===== src/rtl/mtm_alu_packet_rx.sv =====
// -----------------------------------------------------------------------------
// mtm_alu_packet_rx
//
// Serial packet receiver for the mtm_alu protocol. It deserialises sin, one
// bit per clk, into 11-bit frames. Each frame on the wire, in order:
//   start(0), type(0 = data, 1 = CTL), d7..d0, stop(1).
// PAYLOAD_BYTES data frames followed by one CTL frame form a packet. Each
// packet is checked for length, framing and (optionally) CRC errors, and the
// result is queued in an output FIFO with a valid/ready handshake.
//
// Optional feature:
//   MTM_ALU_RX_CRC_EN  - when defined, a bit-serial CRC-4 (x^4+x+1, init 0)
//                        runs over the payload bits followed by
//                        {1'b1, ctl[6:4]} and is compared with ctl[3:0].
//                        When undefined, crc_err is constant 0.
//
// Parameters:
//   PAYLOAD_BYTES  data frames per packet (1..16)
//   FIFO_DEPTH     output FIFO entries (power of two, 2..16)
//
// Ports:
//   clk         system clock; sin is sampled on the rising edge
//   reset       synchronous, active-high reset
//   sin         serial input, idles high
//   pkt_valid   FIFO head entry is valid
//   pkt_ready   consumer accepts the head entry
//   pkt_data    payload; first received byte in the top byte
//   pkt_ctl     CTL byte (or the byte in flight on a framing error)
//   pkt_status  {frame_err, len_err, crc_err}; 000 = good packet
//   overflow    sticky; a packet was dropped because the FIFO was full
//   busy        FSM not in IDLE, or data frames are pending
// -----------------------------------------------------------------------------
module mtm_alu_packet_rx #(
  parameter int PAYLOAD_BYTES = 8,
  parameter int FIFO_DEPTH    = 4
) (
  input  logic                       clk,
  input  logic                       reset,
  input  logic                       sin,
  output logic                       pkt_valid,
  input  logic                       pkt_ready,
  output logic [PAYLOAD_BYTES*8-1:0] pkt_data,
  output logic [7:0]                 pkt_ctl,
  output logic [2:0]                 pkt_status,
  output logic                       overflow,
  output logic                       busy
);

  localparam int DW = PAYLOAD_BYTES * 8;
  localparam int AW = $clog2(FIFO_DEPTH);
  localparam int CW = 5;  // data count must reach 17 (16 + saturation)

  localparam logic [CW-1:0] LEN_FULL = CW'(PAYLOAD_BYTES);
  localparam logic [CW-1:0] LEN_SAT  = CW'(PAYLOAD_BYTES + 1);
  localparam logic [AW:0]   FILL_MAX = (AW + 1)'(FIFO_DEPTH);

  typedef enum logic [2:0] {
    IDLE,
    TYPE,
    BITS,
    STOP,
    RESYNC
  } state_e;

  typedef struct packed {
    logic [DW-1:0] data;
    logic [7:0]    ctl;
    logic [2:0]    status;
  } entry_t;

  // ---------------------------------------------------------------------------
  // Frame / packet assembly
  // ---------------------------------------------------------------------------
  state_e         state_q,   state_d;
  logic           type_q,    type_d;
  logic [2:0]     bit_cnt_q, bit_cnt_d;
  logic [7:0]     shift_q,   shift_d;
  logic [CW-1:0]  count_q,   count_d;
  logic [DW-1:0]  payload_q, payload_d;
  logic           crc_err;

  logic           push;
  entry_t         push_entry;

`ifdef MTM_ALU_RX_CRC_EN
  logic [3:0] crc_q, crc_d;
  logic       crc_in;
  logic       crc_fb;

  // The CTL byte contributes only its upper nibble, with its top bit replaced
  // by a constant 1 so an all-zero CTL still perturbs the remainder.
  always_comb begin
    crc_in = (type_q && (bit_cnt_q == 3'd0)) ? 1'b1 : sin;
    crc_fb = crc_q[3] ^ crc_in;
  end

  assign crc_err = (crc_q != shift_q[3:0]);
`else
  assign crc_err = 1'b0;
`endif

  // NOTE: every signal assigned in this block gets a default first, so no
  // path through the case statement can leave a latch behind.
  always_comb begin
    state_d    = state_q;
    type_d     = type_q;
    bit_cnt_d  = bit_cnt_q;
    shift_d    = shift_q;
    count_d    = count_q;
    payload_d  = payload_q;
    push       = 1'b0;
    push_entry = '0;
`ifdef MTM_ALU_RX_CRC_EN
    crc_d      = crc_q;
`endif

    unique case (state_q)
      IDLE: begin
        bit_cnt_d = 3'd0;
        if (!sin) state_d = TYPE;
      end

      TYPE: begin
        type_d    = sin;
        bit_cnt_d = 3'd0;
        state_d   = BITS;
      end

      BITS: begin
        shift_d   = {shift_q[6:0], sin};
        bit_cnt_d = bit_cnt_q + 3'd1;
`ifdef MTM_ALU_RX_CRC_EN
        // Data frames feed all 8 bits; CTL frames feed only ctl[7:4].
        if (!type_q || !bit_cnt_q[2]) begin
          crc_d = {crc_q[2:0], 1'b0} ^ (crc_fb ? 4'b0011 : 4'b0000);
        end
`endif
        if (bit_cnt_q == 3'd7) state_d = STOP;
      end

      STOP: begin
        if (sin) begin
          state_d = IDLE;
          if (!type_q) begin
            // Shifting keeps the most recent bytes right-aligned, which
            // is exactly what a short or long packet reports.
            payload_d = (payload_q << 8) | DW'(shift_q);
            if (count_q != LEN_SAT) count_d = count_q + CW'(1);
          end else begin
            push              = 1'b1;
            push_entry.data   = payload_q;
            push_entry.ctl    = shift_q;
            push_entry.status = (count_q == LEN_FULL) ? {2'b00, crc_err}
                                                      : 3'b010;
            count_d   = '0;
            payload_d = '0;
`ifdef MTM_ALU_RX_CRC_EN
            crc_d     = '0;
`endif
          end
        end else begin
          push              = 1'b1;
          push_entry.ctl    = shift_q;
          push_entry.status = 3'b100;
          count_d   = '0;
          payload_d = '0;
`ifdef MTM_ALU_RX_CRC_EN
          crc_d     = '0;
`endif
          state_d   = RESYNC;
        end
      end

      RESYNC: begin
        if (sin) state_d = IDLE;
      end

      default: state_d = IDLE;
    endcase
  end

  // NOTE: sequential state is updated only with non-blocking assignments so
  // every flop samples the pre-edge value of every other flop.
  always_ff @(posedge clk) begin
    if (reset) begin
      state_q   <= IDLE;
      type_q    <= 1'b0;
      bit_cnt_q <= 3'd0;
      shift_q   <= 8'h00;
      count_q   <= '0;
      payload_q <= '0;
`ifdef MTM_ALU_RX_CRC_EN
      crc_q     <= 4'h0;
`endif
    end else begin
      state_q   <= state_d;
      type_q    <= type_d;
      bit_cnt_q <= bit_cnt_d;
      shift_q   <= shift_d;
      count_q   <= count_d;
      payload_q <= payload_d;
`ifdef MTM_ALU_RX_CRC_EN
      crc_q     <= crc_d;
`endif
    end
  end

  assign busy = (state_q != IDLE) || (count_q != '0);

  // ---------------------------------------------------------------------------
  // Output FIFO
  // ---------------------------------------------------------------------------
  entry_t        mem_q [FIFO_DEPTH];
  logic [AW-1:0] wr_ptr_q, wr_ptr_d;
  logic [AW-1:0] rd_ptr_q, rd_ptr_d;
  logic [AW:0]   fill_q,   fill_d;
  logic          overflow_q, overflow_d;
  logic          full;
  logic          pop;
  logic          wr_en;
  entry_t        head;

  always_comb begin
    full       = (fill_q == FILL_MAX);
    pop        = pkt_valid && pkt_ready;
    // A pop in the same cycle frees the slot, so a full FIFO still accepts.
    wr_en      = push && (!full || pop);
    overflow_d = overflow_q || (push && full && !pop);
    wr_ptr_d   = wr_en ? wr_ptr_q + AW'(1) : wr_ptr_q;
    rd_ptr_d   = pop   ? rd_ptr_q + AW'(1) : rd_ptr_q;
    fill_d     = fill_q;
    if (wr_en && !pop)      fill_d = fill_q + (AW + 1)'(1);
    else if (!wr_en && pop) fill_d = fill_q - (AW + 1)'(1);
  end

  always_ff @(posedge clk) begin
    if (reset) begin
      wr_ptr_q   <= '0;
      rd_ptr_q   <= '0;
      fill_q     <= '0;
      overflow_q <= 1'b0;
    end else begin
      wr_ptr_q   <= wr_ptr_d;
      rd_ptr_q   <= rd_ptr_d;
      fill_q     <= fill_d;
      overflow_q <= overflow_d;
    end
  end

  // NOTE: storage is not reset; the fill count marks which entries are live
  // and the outputs are masked while the FIFO is empty.
  always_ff @(posedge clk) begin
    if (wr_en) mem_q[wr_ptr_q] <= push_entry;
  end

  assign head       = mem_q[rd_ptr_q];
  assign pkt_valid  = (fill_q != '0);
  assign pkt_data   = pkt_valid ? head.data   : '0;
  assign pkt_ctl    = pkt_valid ? head.ctl    : 8'h00;
  assign pkt_status = pkt_valid ? head.status : 3'b000;
  assign overflow   = overflow_q;

endmodule


===== config.mk =====
export PLATFORM = sky130hd
export DESIGN_NAME = mtm_alu_packet_rx
export DESIGN_NICKNAME = d
export VERILOG_FILES = /design/src/rtl/mtm_alu_packet_rx.sv
export SDC_FILE = /design/constraint.sdc
export NUM_CORES = 1
export LEC_CHECK = 0
export CORE_AREA = 2 2 164 166
export DETAILED_ROUTE_END_ITERATION = 8
export DIE_AREA = 0 0 166 168
export HOLD_SLACK_MARGIN = 0.03
export PLACE_DENSITY = 0.79
export REMOVE_ABC_BUFFERS = 1
export SYNTH_ARGS = -nofsm -noshare
export SYNTH_HDL_FRONTEND = slang
export SYNTH_SLANG_ARGS = --single-unit

===== constraint.sdc =====
create_clock -name clk -period 3.8 [get_ports clk]
set_clock_uncertainty 0.1 [all_clocks]
set_input_delay 0.57 -clock clk [delete_from_list [all_inputs] [get_ports clk]]
set_output_delay 0.57 -clock clk [all_outputs]
set_load 0.01 [all_outputs]

==> results of run 1 <==
-- synthesized netlist by cell type (all sizes together), types with 2 or more instances --
library cell and n:
edfxtp 296, and2 144, dfxtp 94, mux4 74
a21oi 71, nand3 69, nand2 66, buf 42
clkbuf 31, nor2 22, mux2i 11, ha 10
and3 9, inv 7, nor3b 5, o31ai 4
or3 4, xor2 4, nand2b 3, nor3 3
o21ai 3, o32ai 3, nand4 2, nor2b 2
nor4 2, or4 2
-- metrics by stage --
step	cells	setup slack, ps
global route	1427	230
finish	1427	461
CTS	1427	384
global placement	1364	677
detailed placement	1364	608
floorplan	922	-838
-- power breakdown --
part           switching (uW)  internal, uW
sequential                114          4570
combinational             949          1160
clock                    1460          2220
total                    2520          7940
-- final timing paths --
check | start | endpoint | slack, ps
setup / recovery | flop | pkt_data[33] | 460
hold / removal | payload_q[60]$_SDFFE_PP0P_ | payload_q[60]$_SDFFE_PP0P_ | 350
setup reg to reg | state_q[0]$_SDFFE_PP0P_ | fill_q[2]$_SDFFE_PP0P_ | 1220
hold reg to reg | payload_q[60]$_SDFFE_PP0P_ | payload_q[60]$_SDFFE_PP0P_ | 350
-- tightest hold or removal path: stages (launching register included) --
cell	delay, ps
sky130_fd_sc_hd__dfxtp_1	300
sky130_fd_sc_hd__nand2_1	50
sky130_fd_sc_hd__a21oi_1	50
-- cells by family (layout without fill, tap and decap cells) --
kind of cell    count (synthesis)  after routing
compound gates                 86             86
xor+xnor                        5              5
fa+ha+maj                      11             11
buf+inv                        80            171
flops                         390            390
mux                            85             85
other cells                     1              1
simple gates                  337            337
-- flip-flops by register name, indices dropped and copies added, names as in the netlist, named ones only --
| signal | count |
|---|---|
| mem_q | 296 |
| payload_q | 64 |
| shift_q | 8 |
| count_q | 5 |
| bit_cnt_q | 3 |
| fill_q | 3 |
| state_q | 3 |
| rd_ptr_q | 2 |
| wr_ptr_q | 2 |
| overflow | 1 |
| type_q | 1 |
-- cell type report --
class	instances	area, sq um
inverters	7	26.3
repair buffers	101	1070
fillers	1704	8530
clock buffers	47	1010
clock inverters	16	205
flip-flops and latches	390	10800
well taps	341	427
multi-input cells	525	4300
-- layer usage --
layer	GRT usage (%)	wire length (um)	up-vias
met5	0	0	-
li1	-	-	3851
met4	5.78	555	0
met2	36.6	14900	300
met1	28.9	12000	4290
met3	3.24	1660	44
==> key figures, run 1 <==
Logic synthesis
  • Netlist area before placement: 0.0155 sq mm
  • Mux cell area share after synthesis: 11.5%
  • Yosys cell types: 44
  • Seq/Total Area, Yosys: 69.5%
  • Yosys top cell area share: 57.4%
  • Gate count of the mapped netlist: 995
  • Dominant combinational cell family by area after synthesis: simple AND/OR/NAND/NOR gates
  • Simple-gate area share of the yosys netlist: 11.9%
  • Proportion of register bits with asynchronous set or reset after synthesis: 0%
  • Dominant synthesized flop cell: sky130_fd_sc_hd__edfxtp_1
  • Xor and xnor fraction of the mapped netlist area: 0.283%
  • Number of enable-type register cells in the synthesized netlist: 296
  • Register bit count reported by yosys: 390
  • Avg Inst Size Synth: 15.6 sq um
  • Area fraction in compound gates after synthesis: 3.00%
  • Library cell occupying the most area in the post-synthesis netlist: sky130_fd_sc_hd__edfxtp_1
  • Fraction of the mapped netlist area in adder cells: 0.937%
  • Count of synthesis-stage warnings from yosys: 0
  • Biggest area contributors in the synthesized netlist: sky130_fd_sc_hd__edfxtp_1 (57%), sky130_fd_sc_hd__dfxtp_1 (12%), sky130_fd_sc_hd__mux4_2 (11%)

STA
  • Post-layout min period: 3340 ps
  • Worst slew pin tran: 1010 ps
  • Final count of pins violating max slew: 0
  • Final setup violation count: 0
  • Peak clock frequency supported by timing: 299 MHz
  • RSZ-0062 raised after global routing: false
  • Share of the cycle needed by the critical path after routing: 87.9%
  • Relative slew slack: 32.0%
  • Setup_tns: 0 ps
  • Final Hold Fails: 0
  • Final hold slack: 346 ps

Floorplan
  • Width of the die: 166 um
  • Row count: 60
  • Core area: 0.0264 sq mm
  • Area of the die: 0.0279 sq mm
  • Initial Utilization: 58.8%
  • Number of placed I/O pins: 82
  • Die height: 168 um

Clock network
  • TritonCTS clock tree: done
  • Worst-skew pair later-pin latency: 510 ps
  • Clock-pin transition on the worst setup and hold timing paths: 60 ps
  • Count of instances resized after the clock tree is built: 0
  • Number of buffers between clock root and the deepest sink: 3
  • Buffer count from post-CTS setup fixing: 0
  • Number of clock sinks seen by CTS: 390
  • Cell at the root of the clock tree: sky130_fd_sc_hd__clkbuf_16
  • Hold-fix buffers, CTS: 0
  • Number of buffers added by the clock tree synthesis step: 37
  • H-tree depth: 2

Job
  • Max cap viols: 0

Setup path
  • Crit Path Max Fanout: 19
  • Type of destination of the critical path: output pin
  • Logic depth of the worst path, buffers included: 4
  • Worst setup path category: flop to output pin
  • Crit path buf inv count: 2
  • Maximum cell stage delay along the critical path: 620 ps
  • Arr. time, crit path: 2670 ps
  • Critical Path Slowest Stage Cell: sky130_fd_sc_hd__dfxtp_4
  • Cell Chain, Critical Path: buf_4 -> mux4_2 -> and2_1 -> clkdlybuf4s50_1
  • Startpoint type of the worst setup path: flop
  • Worst path required time: 3130 ps
  • Cell family with most CP delay: buffers and inverters
  • Worst Reg-to-Reg Cells: 8

Status
  • Run status: finished, final reports clean

Pwr
  • Power density relative to cell area: 587 mW/mm^2
  • Lkg Pwr: 0.00608 uW
  • Peak supply drop: 0.000986 V
  • Total design power: 10500 uW

Worst hold path
  • Number of cells on the worst hold path: 2
  • Class of the most critical hold timing path: flop to flop

Drt
  • Via total after detailed routing: 8485
  • Post-detailed-route count of antenna-violating nets: 0
  • First drt pass iteration count: 7
  • Number of DRC markers after the initial detailed-route iteration: 829
  • Final Routed Wirelength: 29.1 mm
  • WL per Instance: 20.4 um
  • DRC: 0
  • Post-DR vias/cell: 5.95

Place
  • GPL Wtd Cong: 0.752
  • DPL Wire Length: 15.8 mm
  • Placement Cell Area: 0.0166 sq mm
  • Number of buffers added on ports: 80

Finish
  • Post-route cell area: 0.0178 sq mm
  • Commonest non-fill, non-tap cells in the layout: sky130_fd_sc_hd__edfxtp_1 (296), sky130_fd_sc_hd__and2_1 (139), sky130_fd_sc_hd__dfxtp_1 (92)
  • Antenna cells: 0
  • Most common cell after layout, fill and taps aside: sky130_fd_sc_hd__edfxtp_1
  • Area delta synth->final: 15.0%
  • Layout net count: 1077
  • Fraction of layout cells with a size suffix above 1: 15.1%
  • Final core utilization: 67.6%

GRT
  • Vias in the first global route: 8738
  • GRT Util Overall: 21.3%
  • Number of antenna violations at the first check in global routing: 1
  • Wire length of the first global-routing pass: 46.8 mm
  • Largest net degree at the start of global routing: 80
  • Grt total ovfl: 0
Power figures use the tool's default switching activity.
==> run 2, diff against run 1 <==
GPL_ROUTABILITY_DRIVEN = 0   (was unset)
==> results of run 2 <==
No change in the layout: final DEF, timing and power equal those of run 1.
==> run 3, diff against run 2 <==
CAP_MARGIN = 20   (was unset)
CORE_AREA = 2 2 157 174   (was 2 2 164 166)
DIE_AREA = 0 0 159 176   (was 0 0 166 168)
==> run 3 against run 2 <==
Die area increased by 0.34%. Sequential power is 1% lower. Total power rose by 1.2%. Critical path depth unchanged. Clock power grew 3%. Critical path type unchanged.
==> key figures, run 3 (synthesis gave the netlist of run 1 again) <==
Clock network
  • Cell at the root of the clock tree: sky130_fd_sc_hd__clkbuf_16
  • Count of instances resized after the clock tree is built: 0 (unchanged)
  • Number of buffers between clock root and the deepest sink: 3 (unchanged)
  • TritonCTS clock tree: done
  • Worst-skew pair later-pin latency: 510 ps (about the same)
  • Clock-pin transition on the worst setup and hold timing paths: 60 ps (about the same)
  • Hold-fix buffers, CTS: 0 (unchanged)
  • Number of clock sinks seen by CTS: 390 (unchanged)
  • H-tree depth: 2 (unchanged)
  • Number of buffers added by the clock tree synthesis step: 37 (unchanged)
  • Buffer count from post-CTS setup fixing: 0 (unchanged)

STA
  • Relative slew slack: 29.1% (-3.0 points)
  • Share of the cycle needed by the critical path after routing: 87.8% (about the same)
  • Setup_tns: 0 ps (unchanged)
  • Post-layout min period: 3340 ps (-1.65 ps)
  • Worst slew pin tran: 1060 ps (+44.6 ps)
  • Final hold slack: 347 ps (+0.694 ps)
  • Final Hold Fails: 0 (unchanged)
  • Final setup violation count: 0 (unchanged)
  • RSZ-0062 raised after global routing: false
  • Peak clock frequency supported by timing: 300 MHz (about the same)
  • Final count of pins violating max slew: 0 (unchanged)

Finish
  • Most common cell after layout, fill and taps aside: sky130_fd_sc_hd__edfxtp_1
  • Commonest non-fill, non-tap cells in the layout: sky130_fd_sc_hd__edfxtp_1 (296), sky130_fd_sc_hd__and2_1 (139), sky130_fd_sc_hd__dfxtp_1 (92)
  • Area used by multi-input combinational logic: 0.00430 sq mm (unchanged)
  • Number of flip-flops in the largest register: 296 (unchanged)
  • Biggest regs: mem_q: 296 flops, payload_q: 64 flops, shift_q: 8 flops
  • Antenna cells: 0 (unchanged)
  • Register with the most flip-flops: mem_q
  • Area delta synth->final: 15.2%
  • Fraction of layout cells with a size suffix above 1: 15.3% (+0.17 points)
  • Number of fill cells: 1704 (unchanged)
  • Layout net count: 1076 (-0.093%)
  • Area occupied by registers: 0.0108 sq mm (unchanged)

Setup path
  • Startpoint of the worst register-to-register path: state_q[0]$_SDFFE_PP0P_
  • Worst path required time: 3130 ps (about the same)
  • Type of destination of the critical path: output pin
  • Worst setup path category: flop to output pin
  • Critical Path Slowest Stage Cell: sky130_fd_sc_hd__mux4_2
  • Cell Chain, Critical Path: buf_12 -> mux4_2 -> and2_1 -> clkdlybuf4s50_1
  • Startpoint type of the worst setup path: flop
  • Flop2flop setup slack: 1270 ps (+50 ps)
  • Worst R2R End: fill_q[2]$_SDFFE_PP0P_
  • Arr. time, crit path: 2670 ps (about the same)
  • Crit Path Max Fanout: 74 (+55)
  • Worst Reg-to-Reg Cells: 8 (unchanged)
  • Maximum cell stage delay along the critical path: 640 ps (+20 ps)
  • Worst setup path endpoint: pkt_data[3]

Drt
  • DRC: 0 (unchanged)
  • Post-detailed-route count of antenna-violating nets: 0 (unchanged)
  • WL per Instance: 20.4 um (+0.30%)
  • Number of DRC markers after the initial detailed-route iteration: 718 (-13%)
  • Final Routed Wirelength: 29.4 mm (+1.1%)
  • Post-DR vias/cell: 5.89 (-0.96%)
  • Via total after detailed routing: 8474 (-0.13%)
  • First drt pass iteration count: 5 (-2)

GRT
  • GRT Util Overall: 21.2% (-0.091 points)
  • Grt total ovfl: 0 (unchanged)
  • Wire length of the first global-routing pass: 46.5 mm (-0.56%)
  • Largest net degree at the start of global routing: 80 (unchanged)
  • Vias in the first global route: 8660 (-0.89%)
  • Number of antenna violations at the first check in global routing: 0 (-1)

Floorplan
  • Number of placed I/O pins: 82 (unchanged)
  • Width of the die: 159 um (-4.2%)
  • Core area: 0.0261 sq mm (-1.1%)
  • Die height: 176 um (+4.8%)
  • Row count: 62 (+3.3%)
  • Area of the die: 0.0280 sq mm (+0.34%)
  • Initial Utilization: 59.5% (+0.64 points)

Pwr
  • Power density relative to cell area: 593 mW/mm^2 (+1.0%)
  • Lkg Pwr: 0.00610 uW (+0.34%)
  • Peak supply drop: 0.000854 V (-13%)

Job
  • Max cap viols: 0 (unchanged)

Worst hold path
  • Class of the most critical hold timing path: flop to flop

Status
  • Run status: finished, final reports clean

Place
  • DPL Wire Length: 15.8 mm (about the same)
  • Number of buffers added on ports: 80 (unchanged)
## run 3: cell count changes in the layout (fill, tap and decap cells not counted)
| cell | previous run | this run |
|---|---|---|
| sky130_fd_sc_hd__bufinv_16 | 5 | 6 |
| sky130_fd_sc_hd__clkinvlp_4 | 2 | 1 |
| sky130_fd_sc_hd__clkinv_1 | 4 | 3 |
| sky130_fd_sc_hd__buf_12 | 9 | 8 |
| sky130_fd_sc_hd__clkinv_2 | 4 | 8 |
| sky130_fd_sc_hd__clkinvlp_2 | 1 | 0 |
## run 3: how the worst min path moves through the flow
| stage | startpoint | endpoint | slack [ps] | cells after the start |
|---|---|---|---|---|
| global route | payload_q[60]$_SDFFE_PP0P_ | payload_q[60]$_SDFFE_PP0P_ | 380 | 2 |
| finish | payload_q[60]$_SDFFE_PP0P_ | payload_q[60]$_SDFFE_PP0P_ | 350 | 2 |
| detailed placement | payload_q[60]$_SDFFE_PP0P_ | payload_q[60]$_SDFFE_PP0P_ | 340 | 2 |
| floorplan | payload_q[56]$_SDFFE_PP0P_ | payload_q[56]$_SDFFE_PP0P_ | 320 | 2 |
| CTS | payload_q[60]$_SDFFE_PP0P_ | payload_q[60]$_SDFFE_PP0P_ | 350 | 2 |
| global placement | payload_q[60]$_SDFFE_PP0P_ | payload_q[60]$_SDFFE_PP0P_ | 330 | 2 |
## run 3: cell type report
type / count / share of cell area, %
clock buffers: 47 / 5.68
repair buffers: 100 / 5.87
well taps: 352 / 2.47
inverters: 7 / 0.147
clock inverters: 18 / 1.34
multi-input cells: 525 / 24.1
flip-flops and latches: 390 / 60.4
## run 3: routing by layer
metal  GRT usage (%)  vias to the layer above  part of all wire (%)
met5               0                        -                     0
met4            6.86                        0                   2.6
met3            3.31                       65                   5.8
met2            37.6                      315                    52
met1            27.3                     4252                    40
li1                -                     3842                     -
## run 3: through the flow
stage / instance area (sq um) / setup WS, ps / std cells / total power, uW / util [%]
floorplan: 15100 / -838 / 922 / 5940 / -
CTS: 17800 / 325 / 1438 / 10700 / 68.4
global route: 17800 / 330 / 1439 / 11000 / 68.5
global placement: 16600 / 668 / 1373 / 6880 / 63.6
detailed placement: 16600 / 616 / 1373 / 6900 / 63.6
finish: 17800 / 463 / 1439 / 10600 / 68.5
## run 3: worst max-delay path, delay by kind of cell (launching register included)
family,cells,cell delay (ps)
buffers and inverters,2,960
flip-flops,1,350
multiplexers,1,640
AND/OR/NAND/NOR,1,180
## run 3: power breakdown
group          internal, uW  switching, uW  leakage [uW]  total, uW
Sequential             4570           55.5       0.00379       4620
Combinational          1180           1020       0.00169       2200
Clock                  2290           1480      0.000619       3770
==> variant 1 (config.mk and constraints of run 2) <==
Build with the macro `MTM_ALU_RX_CRC_EN` defined.
--- a/src/rtl/mtm_alu_packet_rx.sv
+++ b/src/rtl/mtm_alu_packet_rx.sv
@@ -31,4 +31,6 @@
 //   busy        FSM not in IDLE, or data frames are pending
 // -----------------------------------------------------------------------------
+`define MTM_ALU_RX_CRC_EN
+
 module mtm_alu_packet_rx #(
   parameter int PAYLOAD_BYTES = 8,
Behaviour: same outputs for any inputs over 10 cycles, from zero or initial values and one cycle with reset high; that may be too few to reach the edited logic, so the function may still have changed.
==> variant 1 against run 2 <==
- non-clock buffer count increased by 3
- area after synthesis up 2.4%
- sequential cell count is 8 higher
- critical path depth is the same
- total power is 6.0% higher
- synthesized cell count grew 4.1%
- wire length increased by 4.4%
- global-route usage increased by 0.81 points
- worst setup slack worse by 0.013 ns
- final area up 2.7%
- largest cell class unchanged
==> variant 1: results (changes against run 2) <==
- Status: finished clean (unchanged)
- Starting DRT DRC Count: 908 (was 829)
- Initial antenna violation count: 0 (was 1)
- Mux cell area share after synthesis: 0.109 (was 0.115)
- Routing usage on met3: 0.0357 (was 0.0324)
- First-pass GRT wire length: 48500 um (was 46800 um)
- PwrDens: 606 mW/mm^2 (was 587 mW/mm^2)
- CP max stage cell: mux4_2 (was dfxtp_4)
- M1 GR Usage: 0.299 (was 0.289)
- Post-Syn Area per Cell: 15.3 um^2 (was 15.6 um^2)
- Seq area share: 0.600 (was 0.605)
- Clkbuf count: 48 (was 47)
- Post-Synth XOR/XNOR Area: 0.00552 (was 0.00283)
- Number of global-route vias before repair: 8927 (was 8738)
- Count of input and output buffers: 81 (was 80)
- Via count: 8847 (was 8485)
- Post-synthesis compound-gate area fraction: 0.0342 (was 0.0300)
- Largest stage delay, worst path: 0.58 ns (was 0.62 ns)
- Largest cells by area after synthesis: edfxtp_1 57%, dfxtp_1 12%, mux4_2 11% (unchanged)
- WL met3: 1750 um (was 1660 um)
- Non-clk buf share: 0.0576 (was 0.0600)
- Dpl hpwl: 16500 um (was 15800 um)
- DP Cell Count: 1407 (was 1364)
- Worst Tran Pin Value: 0.849 ns (was 1.01 ns)
- Total Wirelength: 30300 um (was 29100 um)
- Unique masters post-synth: 47 (was 44)
- #FFs+latches synth: 398 (was 390)
- Post-Synth Adder-Cell Area: 0.00993 (was 0.00937)
- Post-place instance area: 0.0170 mm^2 (was 0.0166 mm^2)
- CP Max Fanout: 18 (was 19)
- Fillers: 1720 (was 1704)
- Total GRT Usage: 0.221 (was 0.213)
- Post-synth top cells: 300 x edfxtp_1, 144 x and2_1, 98 x dfxtp_1, 85 x nand2_1, 77 x a21oi_1 (was 296 x edfxtp_1, 143 x and2_1, 94 x dfxtp_1, 74 x mux4_2, 71 x a21oi_1)
- R2r setup slk: 1.07 ns (was 1.22 ns)
- P_sw: 2.75 mW (was 2.52 mW)
- Net count, final: 1123 (was 1077)
- Post-route non-filler standard cell count: 1477 (was 1427)
- Drt first pass iters: 5 (was 7)
- Clk tree area frac: 0.0722 (was 0.0684)
- Top flop regs: mem_q (300), payload_q (64), shift_q (8) (was mem_q (296), payload_q (64), shift_q (8))
- Sequential-to-total area share from yosys stat: 0.691 (was 0.695)
- Crit path arrival time: 2.68 ns (was 2.67 ns)
- Layout cell share with drive strength beyond 1: 0.151 (about the same)
- Layout Utilization: 0.694 (was 0.676)
-- variant 1: power groups by stage --
stage               clock network, mW  logic [mW]  registers [mW]
floorplan                           0        1.17            4.96
global placement                    0        2.41            4.85
finish                           3.94        2.40            4.75
detailed placement                  0        2.42            4.85
global route                     4.16        2.58            4.76
CTS                              4.00        2.45            4.75
-- variant 1: path summary, 6_finish.rpt --
| kind | endpoint | cells past startpoint | start |
|---|---|---|---|
| max | pkt_data[22] | 4 | register |
| min | payload_q[59] | 2 | payload_q[59] |
| max reg2reg | mem_q[0][0] | 4 | state_q[0] |
| min reg2reg | payload_q[59] | 2 | payload_q[59] |
-- variant 1: through the flow --
stage	TNS (ns)	power, mW	hold slack (ns)	setup WS (ns)
2_1_floorplan	-336.32	6.13	0.321	-0.899
3_3_place_gp	0	7.25	0.334	0.731
3_5_place_dp	0	7.26	0.341	0.663
4_1_cts	0	11.2	0.351	0.387
5_1_grt	0	11.5	0.376	0.304
6_report	0	11.1	0.351	0.448
==> variant 2 (config.mk and constraints of run 2) <==
Without the edit above. One comparison of `count_q` changes from == to >=.
--- a/src/rtl/mtm_alu_packet_rx.sv
+++ b/src/rtl/mtm_alu_packet_rx.sv
@@ -151,5 +151,5 @@
             push_entry.data   = payload_q;
             push_entry.ctl    = shift_q;
-            push_entry.status = (count_q == LEN_FULL) ? {2'b00, crc_err}
+            push_entry.status = (count_q >= LEN_FULL) ? {2'b00, crc_err}
                                                       : 3'b010;
             count_d   = '0;
Function: no difference found for any inputs over 10 cycles, from zero or initial values and one cycle with reset high; that may be too few to reach the edited logic, so the function may still have changed.
==> variant 2 against run 2 <==
- area after synthesis fell by 0.23%
- synthesized cell count down 0.10%
- final area increased by 0.47%
- wire length rose by 2.1%
- sequential cell count stayed put
- critical endpoint is now pkt_data[10]
- worst setup slack worse by 0.10 ns
- total power rose by 1.8%
- sequential share of layout area down 0.28 points
- highest routed layer unchanged
==> variant 2: results (changes against run 2) <==
- Max VDD drop: 553 uV (was 986 uV)
- Status: finished clean (unchanged)
- CP Max Fanout: 27 (was 19)
- Dpl hpwl: 16500 um (was 15800 um)
- Largest stage delay, worst path: 0.75 ns (was 0.62 ns)
- CTS Buffer Depth: 3 (unchanged)
- Count of input and output buffers: 80 (unchanged)
- Gates resized, CTS repair: 0 (unchanged)
- Cell leakage power: 6.13 nW (was 6.08 nW)
- Tightest Hold Check Type: register to register (unchanged)
- Post-synth top cells: 296 x edfxtp_1, 142 x and2_1, 94 x dfxtp_1, 74 x mux4_2, 71 x a21oi_1 (was 296 x edfxtp_1, 143 x and2_1, 94 x dfxtp_1, 74 x mux4_2, 71 x a21oi_1)
- Pre-CTS worst setup slack: 0.645 ns (was 0.608 ns)
- Number of global-route vias before repair: 8621 (was 8738)
- Net count, final: 1081 (was 1077)
- Clk root buf: clkbuf_16 (unchanged)
- TritonCTS buffer count: 37 (unchanged)
- Largest cells by area after synthesis: edfxtp_1 57%, dfxtp_1 12%, mux4_2 11% (unchanged)
- Top flop regs: mem_q (296), payload_q (64), shift_q (8) (unchanged)
- Post-synth ARST share: 0 (unchanged)
- Sequential-to-total area share from yosys stat: 0.697 (was 0.695)
- Total Wirelength: 29700 um (was 29100 um)
- Unique masters post-synth: 44 (unchanged)
- Total GRT Usage: 0.214 (was 0.213)
- Number of flops mapped to enable cells by yosys: 296 (unchanged)
- Worst relative slew slack: 0.298 (was 0.320)
- Worst EP required: 3.13 ns (about the same)
- Post-CTS setup buffers: 0 (unchanged)
- Delay-heaviest family, CP: buffers and inverters (unchanged)
- H-tree levels: 2 (unchanged)
- CP max stage cell: dfxtp_4 (unchanged)
- Clock Pin Slew Worst Setup and Hold Paths: 0.06 ns (about the same)
- Post-route non-filler standard cell count: 1436 (was 1427)
- First-pass GRT wire length: 47200 um (was 46800 um)
- Starting DRT DRC Count: 625 (was 829)
- Drt first pass iters: 5 (was 7)
- Clock Latency Late Sink: 0.52 ns
- Initial antenna violation count: 0 (was 1)
- Cells after Synth: 994 (was 995)
- Via count: 8500 (was 8485)
- YS warnings: 0 (unchanged)
- Layout cell share with drive strength beyond 1: 0.158 (was 0.151)
==> variant 2: cell count changes in the layout (fill, tap and decap cells not counted) <==
cell	before	now
clkinv_2	4	5
buf_4	13	17
nand3_1	69	68
clkbuf_1	5	6
clkbuf_8	5	4
buf_12	9	10
and3_1	8	9
clkinvlp_4	2	3
clkinvlp_2	1	0
and2_1	139	138
clkbuf_16	37	40
inv_6	0	2
bufinv_16	5	3
clkinv_4	0	1
==> variant 2: final cells by class <==
cell class                 instances  area [um^2]
clock buffer                      50         1080
multi-input combinational        524         4300
inverter                           7         26.3
tap                              341          427
sequential                       390        10800
clock inverter                    18          179
timing repair buffer             106         1120
fill                            1732         8450
==> variant 2: cell families after synthesis <==
group / count (synthesis) / synth area share
flops: 390 / 0.697
simple gates: 336 / 0.119
compound gates: 86 / 0.0300
other cells: 1 / 0.000243
xor+xnor: 5 / 0.00283
fa+ha+maj: 11 / 0.00939
buf+inv: 80 / 0.0267
mux: 85 / 0.115
==> variant 2: power by group <==
group	total (mW)	internal, mW	switching, mW
clock	3.75	2.21	1.54
sequential	4.71	4.57	0.148
combinational	2.19	1.23	0.958
==> variant 2: layer usage <==
metal  track usage  vias up  wire, um
li1              -     3853         -
met1         0.302     4334     12800
met2         0.357      268     14800
met3        0.0299       45      1510
met4        0.0590        0       629
met5             0        -         0
==> variant 2: path summary, 6_finish.rpt <==
kind / depth (start not counted) / slack [ns] / start / endpoint
worst max-delay path: 4 / 0.36 / register / pkt_data[10]
worst min-delay path: 2 / 0.35 / payload_q[60] / payload_q[60]
worst max register to register: 8 / 1.27 / state_q[1] / fill_q[2]
worst min register to register: 2 / 0.35 / payload_q[60] / payload_q[60]
==> variant 2: metrics by stage <==
| step | area, um^2 | power (mW) | util |
|---|---|---|---|
| 6_report | 17900 | 10.7 | 0.679 |
| 5_1_grt | 17900 | 11.1 | 0.679 |
| 4_1_cts | 17900 | 10.8 | 0.679 |
| 3_5_place_dp | 16600 | 7.04 | 0.632 |
| 3_3_place_gp | 16600 | 7.02 | 0.632 |
| 2_1_floorplan | 15100 | 5.94 | - |
==> variant 2: worst reg2reg max path, stage by stage, from the launching register on <==
cell and delay, ns:
dfxtp_1 0.59, nand3b_4 0.12, nor3_2 0.32, ha_1 0.25, inv_1 0.06, fa_1 0.37
xor2_1 0.18, or3_1 0.31, a21oi_1 0.15
